===== src/rtl/shift_seq_reg.sv =====
// WIDTH-bit shift register with a multi-cycle sequencer: parallel load in IDLE,
// then a start request shifts the register one bit per clock for `amount` clocks.
module shift_seq_reg #(
  parameter int WIDTH = 8,
  parameter int AMT_W = 4
) (
  input  logic             clock,
  input  logic             reset,
  input  logic             load_en,
  input  logic [WIDTH-1:0] load_val,
  input  logic             start,
  input  logic [1:0]       mode,
  input  logic [AMT_W-1:0] amount,
  input  logic             serial_in,
  output logic [WIDTH-1:0] data_out,
  output logic             serial_out,
  output logic             busy,
  output logic             done
);

  localparam logic [1:0] MODE_LSR = 2'b00;
  localparam logic [1:0] MODE_ASR = 2'b01;
  localparam logic [1:0] MODE_LSL = 2'b10;

  typedef enum logic [1:0] {
    IDLE  = 2'b00,
    SHIFT = 2'b01,
    DONE  = 2'b10
  } state_t;

  state_t           state_reg, state_next;
  logic [AMT_W-1:0] count_reg, count_next;
  logic [1:0]       mode_reg, mode_next;
  logic [WIDTH-1:0] data_reg, data_next;
  logic             sout_reg, sout_next;

  always_ff @(posedge clock) begin
    if (!reset) begin
      state_reg <= IDLE;
      count_reg <= '0;
      mode_reg  <= '0;
      data_reg  <= '0;
      sout_reg  <= 1'b0;
    end else begin
      state_reg <= state_next;
      count_reg <= count_next;
      mode_reg  <= mode_next;
      data_reg  <= data_next;
      sout_reg  <= sout_next;
    end
  end

  always_comb begin
    state_next = state_reg;
    count_next = count_reg;
    mode_next  = mode_reg;
    data_next  = data_reg;
    sout_next  = sout_reg;

    unique case (state_reg)
      IDLE: begin
        // Load wins over start; a simultaneous start is dropped.
        if (load_en) begin
          data_next = load_val;
          sout_next = 1'b0;
        end else if (start) begin
          mode_next  = mode;
          count_next = amount;
          state_next = (amount == '0) ? DONE : SHIFT;
        end
      end

      SHIFT: begin
        // Mode comes from the latched copy so mid-operation input changes are inert.
        unique case (mode_reg)
          MODE_LSR: begin
            data_next = {serial_in, data_reg[WIDTH-1:1]};
            sout_next = data_reg[0];
          end
          MODE_ASR: begin
            data_next = {data_reg[WIDTH-1], data_reg[WIDTH-1:1]};
            sout_next = data_reg[0];
          end
          MODE_LSL: begin
            data_next = {data_reg[WIDTH-2:0], serial_in};
            sout_next = data_reg[WIDTH-1];
          end
          default: begin
            data_next = {data_reg[0], data_reg[WIDTH-1:1]};
            sout_next = data_reg[0];
          end
        endcase
        count_next = count_reg - 1'b1;
        if (count_reg == AMT_W'(1)) begin
          state_next = DONE;
        end
      end

      DONE: begin
        state_next = IDLE;
      end

      default: begin
        state_next = IDLE;
      end
    endcase
  end

  assign data_out   = data_reg;
  assign serial_out = sout_reg;
  assign busy       = (state_reg == SHIFT);
  assign done       = (state_reg == DONE);

endmodule


===== config.mk =====
export PLATFORM = sky130hd
export DESIGN_NAME = shift_seq_reg
export DESIGN_NICKNAME = d
export VERILOG_FILES = /design/src/rtl/shift_seq_reg.sv
export SDC_FILE = /design/constraint.sdc
export NUM_CORES = 1
export LEC_CHECK = 0
export CAP_MARGIN = 20
export CORE_UTILIZATION = 30
export CTS_BUF_LIST = sky130_fd_sc_hd__clkbuf_16
export CTS_CLUSTER_DIAMETER = 200
export CTS_CLUSTER_SIZE = 10
export DETAILED_ROUTE_END_ITERATION = 10
export GPL_TIMING_DRIVEN = 0
export MAX_ROUTING_LAYER = met4
export REMOVE_ABC_BUFFERS = 1
export SYNTH_ARGS = -nofsm -noshare
export SYNTH_HDL_FRONTEND = slang
export SYNTH_SLANG_ARGS = --single-unit

===== constraint.sdc =====
create_clock -name clock -period 1.94 [get_ports clock]
set_input_delay 0.194 -clock clock [delete_from_list [all_inputs] [get_ports clock]]
set_output_delay 0.194 -clock clock [all_outputs]
set_load 0.02 [all_outputs]

==> metrics.txt <==
# TYPE chip_impl_metric gauge
chip_impl_metric{name="power.ir.vdd_worst",unit="V"} 0.000483
chip_impl_info{name="critical-path-top-delay-family",value="buffers and inverters"} 1
chip_impl_metric{name="route.vias.total",unit=""} 898
chip_impl_metric{name="ys.warnings.count",unit=""} 0
chip_impl_metric{name="synth_seq_cells",unit=""} 17
chip_impl_metric{name="critical_path_cell_count",unit=""} 3
chip_impl_metric{name="timing.slew.headroom",unit="%"} 45.2
chip_impl_metric{name="power_density",unit="nW/um2"} 778
chip_impl_info{name="hp-class",value="flip-flop to flip-flop"} 1
chip_impl_metric{name="clock_latency",unit="ns"} 0.24
chip_impl_metric{name="timing.final.max_slew_violations",unit=""} 0
chip_impl_metric{name="fillCellCount",unit=""} 339
chip_impl_metric{name="floorplan.rows",unit=""} 20
chip_impl_metric{name="timing.clock.skew",unit="ns"} 0.00220
chip_impl_metric{name="layout-drive-gt1-share",unit="%"} 7.69
chip_impl_metric{name="clock_buffers_created_by_tritoncts",unit=""} 3
chip_impl_metric{name="insertedDiodeCount",unit=""} 0
chip_impl_metric{name="net-switching-power",unit="mW"} 0.279
chip_impl_info{name="highest-signal-layer",value="met3"} 1
chip_impl_metric{name="drc_errors",unit=""} 0
chip_impl_metric{name="switching_share",unit="%"} 26.3
chip_impl_info{name="startpoint_type",value="flip-flop"} 1
chip_impl_metric{name="intPower",unit="mW"} 0.782
chip_impl_metric{name="wirelength_met1",unit="mm"} 1.11
chip_impl_metric{name="worst-endpoint-required",unit="ns"} 1.75
chip_impl_metric{name="synth-seq-area-share",unit="%"} 34.1
chip_impl_info{name="worstReg2RegEnd",value="data_out[4]"} 1
chip_impl_metric{name="synth_cell_type_count",unit=""} 38
chip_impl_metric{name="worst-path-max-fanout",unit=""} 20
chip_impl_info{name="critical_path.startpoint",value="state_reg[1]"} 1
chip_impl_metric{name="combinational_share_of_power",unit="%"} 22.8
chip_impl_metric{name="floorplan.io_pins",unit=""} 30
chip_impl_metric{name="viasPerCell",unit=""} 5.16
chip_impl_metric{name="via_count_of_the_first_global_routing_pass",unit=""} 876
chip_impl_metric{name="min_period_over_period",unit="%"} 95.4
chip_impl_metric{name="rrSetupSlack",unit="ns"} 0.47
chip_impl_metric{name="worst_slew_pin_slew",unit="ns"} 0.820
chip_impl_metric{name="iteration_0_drc_markers",unit=""} 26
chip_impl_metric{name="finalWeightedCongestion",unit=""} 0.834
chip_impl_metric{name="grt_overflow_total",unit=""} 0
chip_impl_info{name="unrepaired_setup_endpoints_after_global_routing",value="false"} 1
chip_impl_metric{name="wl_met3",unit="um"} 121
chip_impl_metric{name="die_area",unit="um2"} 3560
chip_impl_metric{name="drt_first_pass_iters",unit=""} 4
chip_impl_metric{name="dieHeight",unit="um"} 59.7
chip_impl_metric{name="worst_hold_slack",unit="ns"} 0.503
chip_impl_metric{name="setup_slack",unit="ns"} 0.0883
chip_impl_info{name="critical_path.slowest_cell",value="clkdlybuf4s50_1"} 1
chip_impl_info{name="clk_root_buffer_cell",value="clkbuf_16"} 1
chip_impl_metric{name="clockBufferDepth",unit=""} 2
chip_impl_metric{name="syn-mean-instance-area",unit="um2"} 9.42
chip_impl_info{name="synthFlopType",value="dfxtp_1"} 1
chip_impl_metric{name="number_of_flip_flops_in_the_largest_register",unit=""} 8
chip_impl_info{name="run_status",value="complete, no violations"} 1
chip_impl_info{name="worst-setup-path-type",value="flip-flop to output pin"} 1
chip_impl_metric{name="path_buf_inv",unit=""} 2
chip_impl_metric{name="totalNegativeSetupSlack",unit="ns"} 0
chip_impl_metric{name="grt_first_pass_wirelength",unit="mm"} 3.69
chip_impl_metric{name="synth_edf_count",unit=""} 0
chip_impl_metric{name="cts_repair_resize_count",unit=""} 2
chip_impl_metric{name="clock_power_share",unit="%"} 38.1
chip_impl_info{name="critPathCaptureType",value="output pin"} 1
chip_impl_metric{name="routed_wire_length_per_instance",unit="um"} 12.8
chip_impl_metric{name="floorplan.initialDensity",unit="%"} 32.2
chip_impl_metric{name="antenna_found_initial",unit=""} 0
chip_impl_info{name="crit_chain",value="nand2b_4, inv_4, clkdlybuf4s50_1"} 1
chip_impl_metric{name="final_util",unit="%"} 44.0
chip_impl_metric{name="asyncSetResetFlopFracSynth",unit="%"} 0
chip_impl_metric{name="overall_power",unit="mW"} 1.06
chip_impl_metric{name="crit_path_max_cell_delay",unit="ns"} 0.64
chip_impl_metric{name="finish.net_count",unit=""} 152
chip_impl_info{name="regToRegStartpoint",value="mode_reg[0]"} 1
chip_impl_metric{name="final_hold_viol_count",unit=""} 0
chip_impl_metric{name="r2r_cells",unit=""} 4
chip_impl_metric{name="clk_pin_slew",unit="ns"} 0.05
chip_impl_metric{name="critical_path_arrival",unit="ns"} 1.66
chip_impl_metric{name="p_leak",unit="nW"} 0.530
chip_impl_metric{name="cts_num_sinks",unit=""} 17
chip_impl_metric{name="die_width",unit="um"} 59.7
chip_impl_metric{name="fmax",unit="GHz"} 0.540
chip_impl_metric{name="max_cap_violations",unit=""} 0
chip_impl_metric{name="area_delta_synth_final",unit="%"} 36.7
chip_impl_metric{name="hold_buffers",unit=""} 0
chip_impl_metric{name="mappedNetlistArea",unit="um2"} 998
chip_impl_metric{name="post_synth_inst_count",unit=""} 106
chip_impl_metric{name="final_period_minus_worst_setup_slack",unit="ns"} 1.85
chip_impl_metric{name="seqPwrFrac",unit="%"} 39.1
chip_impl_metric{name="detailedPlace.worstSlack",unit="ns"} 0.0929
chip_impl_info{name="worst_setup_path_endpoint",value="busy"} 1
chip_impl_metric{name="drtAntennaViolNets",unit=""} 0
chip_impl_metric{name="postCtsSetupBuffers",unit=""} 0
chip_impl_metric{name="grt_usage",unit="%"} 14.0
chip_impl_metric{name="routed-wl-met2",unit="um"} 998
chip_impl_metric{name="htree_num_levels",unit=""} 1
chip_impl_metric{name="core-area",unit="um2"} 3100
chip_impl_info{name="cts_tree",value="yes"} 1
chip_impl_info{name="min-delay-start",value="count_reg[0]"} 1
chip_impl_metric{name="grt_start_max_net_pins",unit=""} 26
chip_impl_metric{name="detailed_place_hpwl",unit="mm"} 1.61
chip_impl_metric{name="port_buffers",unit=""} 29
chip_impl_metric{name="detail_route.wirelength",unit="mm"} 2.23
chip_impl_metric{name="setup_viol",unit=""} 0
-- worst min-delay path, delay by kind of cell (launching register included) --
kind               cells  cell delay, ns
and+or+nand+nor        1            0.07
DFF                    1            0.33
AOI/OAI and AO/OA      1            0.05
-- metrics by stage --
stage	instances	instance area, um2
finish	174	1370
global route	174	1370
CTS	174	1370
detailed placement	170	1280
global placement	170	1280
floorplan	97	937
-- logic make-up (layout without fill, tap and decap cells) --
group	Yosys count	count (layout)	synth area share, %
AOI/OAI and AO/OA	39	39	28.6
adders and majority gates	2	2	2.51
buffers and inverters	12	36	7.27
DFF	17	17	34.1
muxes	10	10	10.2
and+or+nand+nor	26	26	17.4
-- worst min path at each step --
stage,end,slack [ns],depth (start not counted)
final,count_reg[0],0.50,2
after global routing,count_reg[0],0.53,2
after CTS,count_reg[0],0.50,2
after detailed placement,count_reg[2],0.50,2
after global placement,count_reg[0],0.49,2
after floorplan,serial_out,0.32,1
-- layout by cell type, fill, tap and decap left out, drive strengths merged, types with 2 or more instances in the layout --
cell type,synthesis,layout
mux2i,9,9
nand2,8,8
dfxtp,17,17
a31o,7,7
nor2b,2,2
clkbuf,4,3
a21oi,8,8
ha,2,2
and2,2,2
inv,3,4
o21ai,3,3
clkdlybuf4s50,0,29
nor3b,2,2
nand3,3,3
nor2,2,2
nand2b,2,2
o211ai,8,8
a21boi,4,4
-- power by group through the flow --
stage	registers [mW]	clock network, mW	logic [mW]
after floorplan	0.434	0	0.116
after global placement	0.421	0	0.239
after detailed placement	0.422	0	0.242
after CTS	0.415	0.414	0.244
after global routing	0.420	0.426	0.266
final	0.415	0.405	0.242
-- layout make-up --
class / instances / area, um2 / area share [%]
multi-input cells: 77 / 586 / 42.9
flip-flops and latches: 17 / 342 / 25.0
repair buffers: 29 / 290 / 21.3
clock buffers: 3 / 75.1 / 5.50
well taps: 44 / 55.1 / 4.03
inverters: 3 / 13.8 / 1.01
clock inverters: 1 / 3.75 / 0.275
-- synth_stat cells, types with 2 or more instances --
cell | number | area share [%]
and2_1 | 2 | 1.3
nor2_1 | 2 | 0.75
nand2_1 | 8 | 3.0
nor2b_1 | 2 | 1.3
mux2i_1 | 9 | 9.0
inv_1 | 2 | 0.75
nor3b_1 | 2 | 1.5
o21ai_1 | 2 | 1.0
clkbuf_1 | 4 | 1.5
dfxtp_1 | 17 | 34
buf_6 | 3 | 3.4
a31o_1 | 7 | 6.1
a21boi_1 | 4 | 3.0
o211ai_1 | 8 | 6.0
ha_1 | 2 | 2.5
a21oi_1 | 8 | 4.0
nand3_1 | 3 | 1.5
-- metal layers --
metal	vias up	track usage [%]
li1	450	-
met1	419	16.2
met2	29	23.8
met3	0	4.11
met4	0	2.66
met5	-	-
Power figures use the tool's default switching activity.
